$ cat src/rtl/branch_ctrl.sv
// branch_ctrl: conditional-jump sequencer for the pipeline.
//   Owns the CPSR flag register {N,Z,C,V}, counts in-flight flag writers,
//   stalls decode until a jump's flags are final, evaluates the condition,
//   hands a redirect to fetch and then flushes IF/ID for FLUSH_CYCLES cycles.
// Ports:
//   clk, rst                 clock (rising edge), async active-high reset
//   id_valid/id_is_jmp       decode holds a valid jump
//   id_cond, id_target       jump condition code and target address
//   flag_issue               flag-setting instruction leaves decode
//   flag_wr_en/flag_wr_data  flag write-back and new {N,Z,C,V}
//   redirect_ready           fetch accepts the redirect
//   cpsr_out                 current flag register
//   stall_id, pend_full      hold decode / in-flight counter at maximum
//   redirect_valid/_pc       redirect request and latched target
//   flush_if                 kill IF/ID contents
//   illegal_cond             pulse when an unknown condition is evaluated
//   taken_cnt                wrapping count of taken jumps
// Condition codes: JMP=0 JEQ=1 JNE=2 JGE=3 JLT=4 JGT=5 JLE=6, others illegal.
module branch_ctrl #(
  parameter int ADDR_W       = 16,
  parameter int PEND_W       = 2,
  parameter int FLUSH_CYCLES = 2,
  parameter int CNT_W        = 16
) (
  input  logic              clk,
  input  logic              rst,
  input  logic              id_valid,
  input  logic              id_is_jmp,
  input  logic [3:0]        id_cond,
  input  logic [ADDR_W-1:0] id_target,
  input  logic              flag_issue,
  input  logic              flag_wr_en,
  input  logic [3:0]        flag_wr_data,
  input  logic              redirect_ready,
  output logic [3:0]        cpsr_out,
  output logic              stall_id,
  output logic              pend_full,
  output logic              redirect_valid,
  output logic [ADDR_W-1:0] redirect_pc,
  output logic              flush_if,
  output logic              illegal_cond,
  output logic [CNT_W-1:0]  taken_cnt
);

  localparam logic [3:0] COND_JMP = 4'h0;
  localparam logic [3:0] COND_JEQ = 4'h1;
  localparam logic [3:0] COND_JNE = 4'h2;
  localparam logic [3:0] COND_JGE = 4'h3;
  localparam logic [3:0] COND_JLT = 4'h4;
  localparam logic [3:0] COND_JGT = 4'h5;
  localparam logic [3:0] COND_JLE = 4'h6;

  localparam int FC_W = (FLUSH_CYCLES > 1) ? $clog2(FLUSH_CYCLES) : 1;

  typedef enum logic [1:0] {IDLE, WAIT, REDIRECT, FLUSH} state_t;

  state_t            state, next_state;
  logic [3:0]        cpsr;
  logic [PEND_W-1:0] pending;
  logic [FC_W-1:0]   flush_cnt;

  logic              jump;
  logic [3:0]        fwd_flags;
  logic [3:0]        eval_flags;
  logic              do_eval;
  logic              cond_legal;
  logic              cond_taken;
  logic              pend_inc;
  logic              pend_dec;

  // Returns {legal, taken}; illegal codes are never taken.
  function automatic logic [1:0] cond_check(input logic [3:0] c, input logic [3:0] f);
    logic n, z, v;
    n = f[3];
    z = f[2];
    v = f[0];
    case (c)
      COND_JMP: cond_check = 2'b11;
      COND_JEQ: cond_check = {1'b1, z};
      COND_JNE: cond_check = {1'b1, ~z};
      COND_JGE: cond_check = {1'b1, n == v};
      COND_JLT: cond_check = {1'b1, n != v};
      COND_JGT: cond_check = {1'b1, ~z & (n == v)};
      COND_JLE: cond_check = {1'b1, z | (n != v)};
      default:  cond_check = 2'b00;
    endcase
  endfunction

  assign jump      = id_valid & id_is_jmp;
  assign fwd_flags = flag_wr_en ? flag_wr_data : cpsr;
  assign cpsr_out  = cpsr;
  assign pend_full = (pending == '1);
  assign pend_dec  = flag_wr_en & (pending != '0);
  assign pend_inc  = flag_issue & ~pend_full;

  always_comb begin
    next_state     = state;
    stall_id       = 1'b0;
    flush_if       = 1'b0;
    redirect_valid = 1'b0;
    do_eval        = 1'b0;
    eval_flags     = fwd_flags;
    case (state)
      IDLE: begin
        if (jump) begin
          if (id_cond == COND_JMP || (pending == '0 && !flag_issue)) do_eval = 1'b1;
          else next_state = WAIT;
        end
      end
      WAIT: begin
        stall_id = 1'b1;
        if (!jump) begin
          next_state = IDLE;
        end else if (pending == PEND_W'(1) && flag_wr_en && !flag_issue) begin
          do_eval = 1'b1;
        end else if (pending == '0) begin
          do_eval    = 1'b1;
          eval_flags = cpsr;
        end
      end
      REDIRECT: begin
        stall_id       = 1'b1;
        flush_if       = 1'b1;
        redirect_valid = 1'b1;
        if (redirect_ready) next_state = FLUSH;
      end
      FLUSH: begin
        flush_if = 1'b1;
        if (flush_cnt == '0) next_state = IDLE;
      end
      default: next_state = IDLE;
    endcase
    {cond_legal, cond_taken} = cond_check(id_cond, eval_flags);
    illegal_cond = do_eval & ~cond_legal;
    if (do_eval) next_state = cond_taken ? REDIRECT : IDLE;
  end

  always_ff @(posedge clk or posedge rst) begin
    if (rst) begin
      state       <= IDLE;
      cpsr        <= '0;
      pending     <= '0;
      flush_cnt   <= '0;
      redirect_pc <= '0;
      taken_cnt   <= '0;
    end else begin
      state <= next_state;
      if (flag_wr_en) cpsr <= flag_wr_data;
      pending <= pending - PEND_W'(pend_dec) + PEND_W'(pend_inc);
      if (do_eval && cond_taken) begin
        redirect_pc <= id_target;
        taken_cnt   <= taken_cnt + 1'b1;
      end
      if (state == REDIRECT && redirect_ready)
        flush_cnt <= FC_W'(FLUSH_CYCLES - 1);
      else if (state == FLUSH && flush_cnt != '0)
        flush_cnt <= flush_cnt - 1'b1;
    end
  end

endmodule

$ cat config.mk
export PLATFORM = sky130hd
export DESIGN_NAME = branch_ctrl
export DESIGN_NICKNAME = d
export VERILOG_FILES = /design/src/rtl/branch_ctrl.sv
export SDC_FILE = /design/constraint.sdc
export NUM_CORES = 1
export LEC_CHECK = 0
export BUFFER_PORTS_ARGS = -buffer_cell sky130_fd_sc_hd__buf_2
export CAP_MARGIN = 15
export CORE_AREA = 2 2 67 81
export DETAILED_ROUTE_END_ITERATION = 10
export DIE_AREA = 0 0 69 83
export GPL_ROUTABILITY_DRIVEN = 1
export GPL_TIMING_DRIVEN = 1
export PLACE_DENSITY_LB_ADDON = 0.3
export SYNTH_ARGS = -nofsm -noshare
export SYNTH_HDL_FRONTEND = slang
export SYNTH_SLANG_ARGS = --single-unit
$ cat constraint.sdc
create_clock -name clk -period 2.5 [get_ports clk]
set_clock_uncertainty 0.2 [all_clocks]
set_input_delay 0 -clock clk [delete_from_list [all_inputs] [get_ports clk]]
set_output_delay 0 -clock clk [all_outputs]
set_load 0.02 [all_outputs]
==> results of run 1 <==
-- per-layer routing --
| metal | global-route usage, % | up-vias | wire length, µm |
|---|---|---|---|
| li1 | - | 892 | - |
| met1 | 21.97 | 875 | 2123 |
| met5 | 0 | - | 0 |
| met3 | 3.155 | 10 | 174 |
| met2 | 31.82 | 48 | 2723 |
| met4 | 5.882 | 0 | 96 |
-- power by group through the flow --
stage	Combinational, µW	Sequential (µW)	Clock (µW)
final	1230	945	468
after global routing	1340	968	521
after CTS	1140	933	483
after detailed placement	1070	943	0
after global placement	1060	944	0
after floorplan	505	1110	0
-- placed cells by master, fill, tap and decap left out, types with 4 or more instances in the layout --
cell type and n:
o21ai_0 4, nor3_4 4, dfrtp_1 41, mux2_2 15, mux2_4 5, inv_1 6, clkbuf_8 7, nor2_1 4
buf_4 27, buf_2 71, ha_1 6, xor2_1 13, xnor2_1 5, dlygate4sd3_1 26, nand2_1 9
-- per-stage QoR --
stage / total power [µW] / TNS, ns / util (%) / cells
3_5_place_dp: 2010 / -4.727 / 53.60 / 316
3_3_place_gp: 2001 / -2.577 / 53.60 / 316
5_1_grt: 2827 / -1.520 / 68.14 / 367
2_1_floorplan: 1617 / 0 / - / 174
4_1_cts: 2556 / -0.01791 / 63.34 / 358
6_report: 2642 / 0 / 68.14 / 367
-- area by class of cell --
cell class                      count  share of cell area, %
Clock buffer                        7                  2.883
Clock inverter                      1                 0.1498
Inverter                            8                 0.8985
Multi-Input combinational cell    122                  36.58
Sequential cell                    41                  30.70
Tap cell                           60                  2.246
Timing Repair Buffer              128                  26.54
-- registers in the layout (all words and copies together), names as in the netlist, named ones only --
register / flops
flush_cnt: 1
taken_cnt: 16
state: 2
pending: 2
redirect_pc: 16
cpsr_out: 3
-- repair_timing --
item                                   in CTS  in global routing
gates cloned                                2                  0
endpoints found under the hold margin      52                  7
pin swaps                                   8                 16
setup endpoints to repair                  32                 29
buffers inserted                            7                  7
gates resized for setup                    12                 28
hold buffers                               25                  1
-- worst register-to-register path, stage by stage (launching register included) --
cell and delay (ns):
dfrtp_1 0.39, inv_2 0.07, ha_4 0.14, nand3_4 0.09, o21ai_4 0.18, mux2i_2 0.29
o311a_1 0.30, o32a_4 0.26, buf_8 0.15, mux2_4 0.30
-- worst paths after layout --
kind | from | endpoint | slack, ns | depth (start not counted)
max | state[1] | redirect_pc[3] | 0.04 | 9
min | flag_wr_en | cpsr_out[2] | 0.01 | 4
max reg2reg | state[1] | redirect_pc[3] | 0.04 | 9
min reg2reg | taken_cnt[15] | taken_cnt[15] | 0.27 | 1
max in group asynchronous | rst | taken_cnt[0] | 0.96 | 6
min in group asynchronous | rst | redirect_pc[11] | 0.53 | 4
-- cells by family (layout without fill, tap and decap cells) --
logic type	count (synthesis)	in the layout	synth area share, %
simple gates	50	50	15.99
compound gates	22	24	8.384
flops	41	41	48.75
buf+inv	13	144	3.151
mux	22	22	11.65
xor+xnor	19	19	7.907
fa+ha+maj	7	7	4.162
==> reports/results.md, run 1 <==
| Metric | Reported | Unit |
|---|---|---|
| Syn Std Cell Area | 2105 | µm² |
| Worst-skew pair later-pin latency | 0.29 | ns |
| Nature of the critical path endpoint | flip-flop | - |
| Footprint of the flip-flops and latches | 1026 | µm² |
| Final period demand of the worst path | 2.461 | ns |
| Mean post-synth cell area | 12.09 | µm² |
| Synth Warn # | 0 | - |
| Peak per-stage delay on the critical path | 0.39 | ns |
| # clock sinks | 41 | - |
| First-pass detailed-route iteration total | 4 | - |
| Cell accounting for the most synthesized area | dfrtp_1 | - |
| Post-placement setup slack | -0.2314 | ns |
| Flops & latches, synth | 41 | - |
| Max frequency | 406.3 | MHz |
| Via count normalized by instance count | 4.973 | - |
| Fill cell instance count of the final layout | 371 | - |
| GRT Overall Usage | 17.97 | % |
| Critical path, cell by cell | inv_2 > ha_4 > nand3_4 > o21ai_4 > mux2i_2 > o311a_1 > o32a_4 > buf_8 > mux2_4 | - |
| Critical path class | reg2reg | - |
| Area post-placement | 2629 | µm² |
| Worst-path cell with the longest stage delay | dfrtp_1 | - |
| Share of the synthesized area in the top cell type | 48.75 | % |
| Overflow left after global routing | 0 | - |
| Initial standard-cell utilization of the core | 42.91 | % |
| Post-synthesis instance total | 174 | - |
| Number of flops mapped to enable cells by yosys | 0 | - |
| Setup Viol. Count Final | 0 | - |
| Placeable core region | 4905 | µm² |
| Max_slew headroom | 61.75 | % |
| Portion of the post-synthesis area used by sequential elements | 48.75 | % |
| Die Footprint | 5727 | µm² |
| Net switching fraction of the power | 36.35 | % |
| Total clock buffers created by CTS | 5 | - |
| IO Pins | 72 | - |
| Clock root cell | clkbuf_8 | - |
| Number of global-route vias before repair | 1830 | - |
| Placer's final routability congestion estimate | 0.7507 | - |
| Number of levels the H-tree was split into | 2 | - |
| Top cell family by delay on the critical path | compound AO/OA/AOI/OAI gates | - |
| Slack of the critical path | 0.03888 | ns |
| Pleak | 0.001789 | µW |
| Actual transition at the worst max-transition pin | 0.5721 | ns |
| Number of nets in the layout | 344 | - |
| Distinct cells, synth | 46 | - |
| Detail Placement HPWL | 3161 | µm |
| Residual DRC count | 0 | - |
| Most frequent cell after synthesis | dfrtp_1 | - |
| Average wire per cell in the routed design | 13.95 | µm |
| Number of antenna repair diodes | 0 | - |
| DRT antenna net count | 0 | - |
| Most used standard cells in the synthesized netlist | dfrtp_1 (41), mux2_2 (20), xor2_1 (14) | - |
| Internal Dissipation | 1682 | µW |
| Fraction of power consumed by combinational cells | 46.5 | % |
| Routed vias | 1825 | - |
| Maximum fanout count along the critical path | 8 | - |
| Final clock period utilization by the worst path | 98.44 | % |
| Chip height | 83 | µm |
| Die boundary width | 69 | µm |
| Run status | completed | - |
| Worst Path Arrival | 2.44 | ns |
| Number of maximum-capacitance constraint violations | 0 | - |
| Syn-to-layout area delta | 58.80 | % |
| Relative contribution of the clock network to total power | 17.7 | % |
| Cell types with the largest area share after synthesis | dfrtp_1 (49%), mux2_2 (11%), xor2_1 (5.8%), ha_1 (4.2%), nor3_2 (3.3%) | - |
| Max-slew violations | 0 | - |
| PortBufs | 71 | - |
| Final design area excluding fillers | 3342 | µm² |
| Hold crit path type | in2reg | - |
| Required time at the worst-slack endpoint | 2.48 | ns |
| Number of DRC violations after detailed-routing iteration 0 | 70 | - |
| Sort of element at the start of the critical path | flip-flop | - |
| Number of failing hold endpoints at the final stage | 0 | - |
| Worst-case hold slack | 0.01237 | ns |
| Pin count of the biggest net entering global routing | 33 | - |
| Critical path buffers and inverters | 2 | - |
| Antenna violations before repair | 0 | - |
| Predominant post-synthesis flop cell | dfrtp_1 | - |
| Unrepaired setup endpoints after global routing | true | - |
| Sequential cell fraction of total power | 35.8 | % |
| Power per cell area | 790.7 | nW/µm² |
| Maximum clock insertion buffer count | 2 | - |
| Placement row count | 28 | - |
| Reported net switching power | 960.4 | µW |
| Worst vdd rail ir drop | 579.3 | µV |
| Multi-input gate area | 1222 | µm² |
| Async SR Flop Fraction | 100.0 | % |
| Layout cells sized above 1 | 54.07 | % |
| Global-route wire length before repair | 8480 | µm |
| Nets in the synthesized netlist | 212 | - |
| Sum of routed wire length over all layers | 5118 | µm |
| CTS tree | done | - |
| Register clock-pin slew on the reported worst setup and hold paths | 0.08 | ns |
No activity file was read; power rests on OpenSTA's default activity.
==> run 2, diff against run 1 <==
- CORE_AREA: 2 2 67 81 -> 2 2 66 80
- DIE_AREA: 0 0 69 83 -> 0 0 68 82
==> run 2 against run 1 <==
  * The run now ends with negative setup slack left
  * Hold slack better by 0.065 ns
  * Non-clock buffer count decreased by 12
  * Power grew 4.8%
  * Clock-buffer cell count shrank 1
  * Global-route usage increased by 2.6 points
  * Critical path depth decreased by 2
  * Clock power is essentially flat
  * Via count decreased by 0.93%
  * Maximum frequency shrank 4.1%
==> reports/results.md, run 2 (same netlist as run 1, synthesis figures left out) <==
| Metric | Reported | Unit | Change |
|---|---|---|---|
| Actual transition at the worst max-transition pin | 0.5778 | ns | was 0.5721 ns |
| Hold crit path type | in2reg | - | unchanged |
| Worst-skew pair later-pin latency | 0.30 | ns | was 0.29 ns |
| Number of levels the H-tree was split into | 2 | - | unchanged |
| Global-route wire length before repair | 8562 | µm | was 8480 µm |
| Number of maximum-capacitance constraint violations | 0 | - | unchanged |
| Fill cell instance count of the final layout | 338 | - | was 371 |
| Clock root cell | clkbuf_8 | - | unchanged |
| Worst vdd rail ir drop | 591.9 | µV | was 579.3 µV |
| Residual DRC count | 0 | - | unchanged |
| Maximum fanout count along the critical path | 7 | - | was 8 |
| Critical path, cell by cell | buf_4 > mux2i_1 > o32ai_4 > o32ai_4 > a2bb2oi_4 > o32a_4 > mux2_2 | - | was inv_2 > ha_4 > nand3_4 > o21ai_4 > mux2i_2 > o311a_1 > o32a_4 > buf_8 > mux2_4 |
| Setup Viol. Count Final | 27 | - | was 0 |
| Placer's final routability congestion estimate | 0.7963 | - | was 0.7507 |
| Total clock buffers created by CTS | 5 | - | unchanged |
| Number of DRC violations after detailed-routing iteration 0 | 57 | - | was 70 |
| Post-placement setup slack | -0.2471 | ns | was -0.2314 ns |
| Syn-to-layout area delta | 57.67 | % | was 58.80% |
| Final clock period utilization by the worst path | 102.7 | % | was 98.44% |
| Detail Placement HPWL | 3299 | µm | was 3161 µm |
| Number of antenna repair diodes | 0 | - | unchanged |
| Sort of element at the start of the critical path | flip-flop | - | unchanged |
| Violations in the final reports | negative setup slack | - |  |
| Via count normalized by instance count | 5.079 | - | was 4.973 |
| Run status | finished with violations | - | was completed |
| First-pass detailed-route iteration total | 4 | - | unchanged |
| Critical path class | reg2reg | - | unchanged |
| Register clock-pin slew on the reported worst setup and hold paths | 0.08 | ns | about the same |
| Sum of routed wire length over all layers | 5545 | µm | was 5118 µm |
| Power per cell area | 834.6 | nW/µm² | was 790.7 nW/µm² |
| Final design area excluding fillers | 3318 | µm² | was 3342 µm² |
| Library cell appearing most often on the critical path | o32ai_4 | - |  |
| Antenna violations before repair | 0 | - | unchanged |
| Final period demand of the worst path | 2.567 | ns | was 2.461 ns |
| Placeable core region | 4835 | µm² | was 4905 µm² |
| Average wire per cell in the routed design | 15.58 | µm | was 13.95 µm |
| Number of failing hold endpoints at the final stage | 0 | - | unchanged |
| Area post-placement | 2629 | µm² | unchanged |
| Overflow left after global routing | 0 | - | unchanged |
| Worst-path cell with the longest stage delay | mux2i_1 | - | was dfrtp_1 |
| Max_slew headroom | 61.37 | % | was 61.75% |
| Worst reg-to-reg setup slack | -0.07 | ns | was 0.04 ns |
| Critical path buffers and inverters | 1 | - | was 2 |
| Sum of negative setup slack | -1.159 | ns | was 0 ns |
| Required time at the worst-slack endpoint | 2.49 | ns | was 2.48 ns |
| CTS tree | done | - | unchanged |
| Routed vias | 1808 | - | was 1825 |
| Nature of the critical path endpoint | flip-flop | - | unchanged |
| Pin count of the biggest net entering global routing | 42 | - | was 33 |
| Commonest non-fill, non-tap cell in the layout | buf_2 | - | unchanged |
| Placement row count | 28 | - | unchanged |
| Top library cells by usage in the layout, fill and taps aside | buf_2 (71), dfrtp_1 (41), dlygate4sd3_1 (25) | - | was buf_2 (71), dfrtp_1 (41), buf_4 (27) |
| Post-route total power | 2769 | µW | was 2642 µW |
| # clock sinks | 41 | - | unchanged |
| Chip height | 82 | µm | was 83 µm |
| Maximum clock insertion buffer count | 2 | - | unchanged |
| Initial standard-cell utilization of the core | 43.53 | % | was 42.91% |
| Layout cells sized above 1 | 53.04 | % | was 54.07% |
| Max frequency | 389.5 | MHz | was 406.3 MHz |
| Worst Path Arrival | 2.56 | ns | was 2.44 ns |
| Die Footprint | 5576 | µm² | was 5727 µm² |
| GRT Overall Usage | 20.58 | % | was 17.97% |
| Worst-case hold slack | 0.07707 | ns | was 0.01237 ns |
| Peak per-stage delay on the critical path | 0.42 | ns | was 0.39 ns |
| Number of global-route vias before repair | 1820 | - | was 1830 |
| Slack of the critical path | -0.06721 | ns | was 0.03888 ns |
| Die boundary width | 68 | µm | was 69 µm |
| Max-slew violations | 0 | - | unchanged |
| PortBufs | 71 | - | unchanged |
| Unrepaired setup endpoints after global routing | true | - | unchanged |
| DRT antenna net count | 0 | - | unchanged |
| IO Pins | 72 | - | unchanged |
| Number of nets in the layout | 333 | - | was 344 |
| Pleak | 0.001706 | µW | was 0.001789 µW |
| Top cell family by delay on the critical path | compound AO/OA/AOI/OAI gates | - | unchanged |
[run 2: cell count changes in the layout (fill, tap and decap cells not counted), sizes merged]
cell | before | now
o32a | 3 | 4
clkbuf | 7 | 6
dlygate4sd3 | 26 | 25
buf | 102 | 91
inv | 7 | 8
[run 2: worst paths after layout]
path | depth (start not counted) | start | endpoint
worst max-delay path | 7 | cpsr_out[2] | redirect_pc[2]
worst min-delay path | 5 | flag_issue | pending[1]
worst max register to register | 7 | cpsr_out[2] | redirect_pc[2]
worst min register to register | 1 | taken_cnt[15] | taken_cnt[15]
max in group asynchronous | 4 | rst | pending[1]
min in group asynchronous | 4 | rst | taken_cnt[7]
[run 2: per-layer routing]
metal  GRT usage [%]  vias to the layer above  part of all wire, %  wire (µm)
met2           36.02                       59                   54       3012
met1           24.58                      865                   40       2204
met5               0                        -                    0          0
li1                -                      872                    -          -
met4           6.600                        0                  1.7         95
met3           4.795                       12                  4.2        233
[run 2: timing repair]
action | 4_1_cts | 5_1_grt
endpoints found under the setup margin | 31 | 30
hold buffers | 25 | 0
resized for setup | 32 | 19
pin swaps | 9 | 6
hold endpoints to repair | 62 | 0
gates cloned | 3 | 0
setup buffers | 3 | 1
[run 2: power breakdown]
group	total, µW	internal, µW	switching, µW
combinational	1360	645	710
clock	465	224	241
sequential	949	838	110
total	2770	1710	1060
[run 2: metrics by stage]
stage | cells | util [%]
2_1_floorplan | 174 | -
3_3_place_gp | 316 | 54.37
3_5_place_dp | 316 | 54.37
4_1_cts | 355 | 66.56
5_1_grt | 356 | 68.63
6_report | 356 | 68.63
[run 2: tightest hold or removal path: stages]
cell      delay [ns]
buf_2           0.12
nand2b_1        0.07
ha_1            0.15
xnor2_1         0.13
xnor2_1         0.06
[run 2: final cells by class]
| type | instances | area (µm²) | share of cell area [%] |
|---|---|---|---|
| clock inverters | 2 | 13.76 | 0.4148 |
| multi-input cells | 123 | 1328 | 40.01 |
| inverters | 8 | 30.03 | 0.9050 |
| repair buffers | 116 | 763.2 | 23.00 |
| well taps | 60 | 75.07 | 2.262 |
| clock buffers | 6 | 82.58 | 2.489 |
| flip-flops and latches | 41 | 1026 | 30.92 |
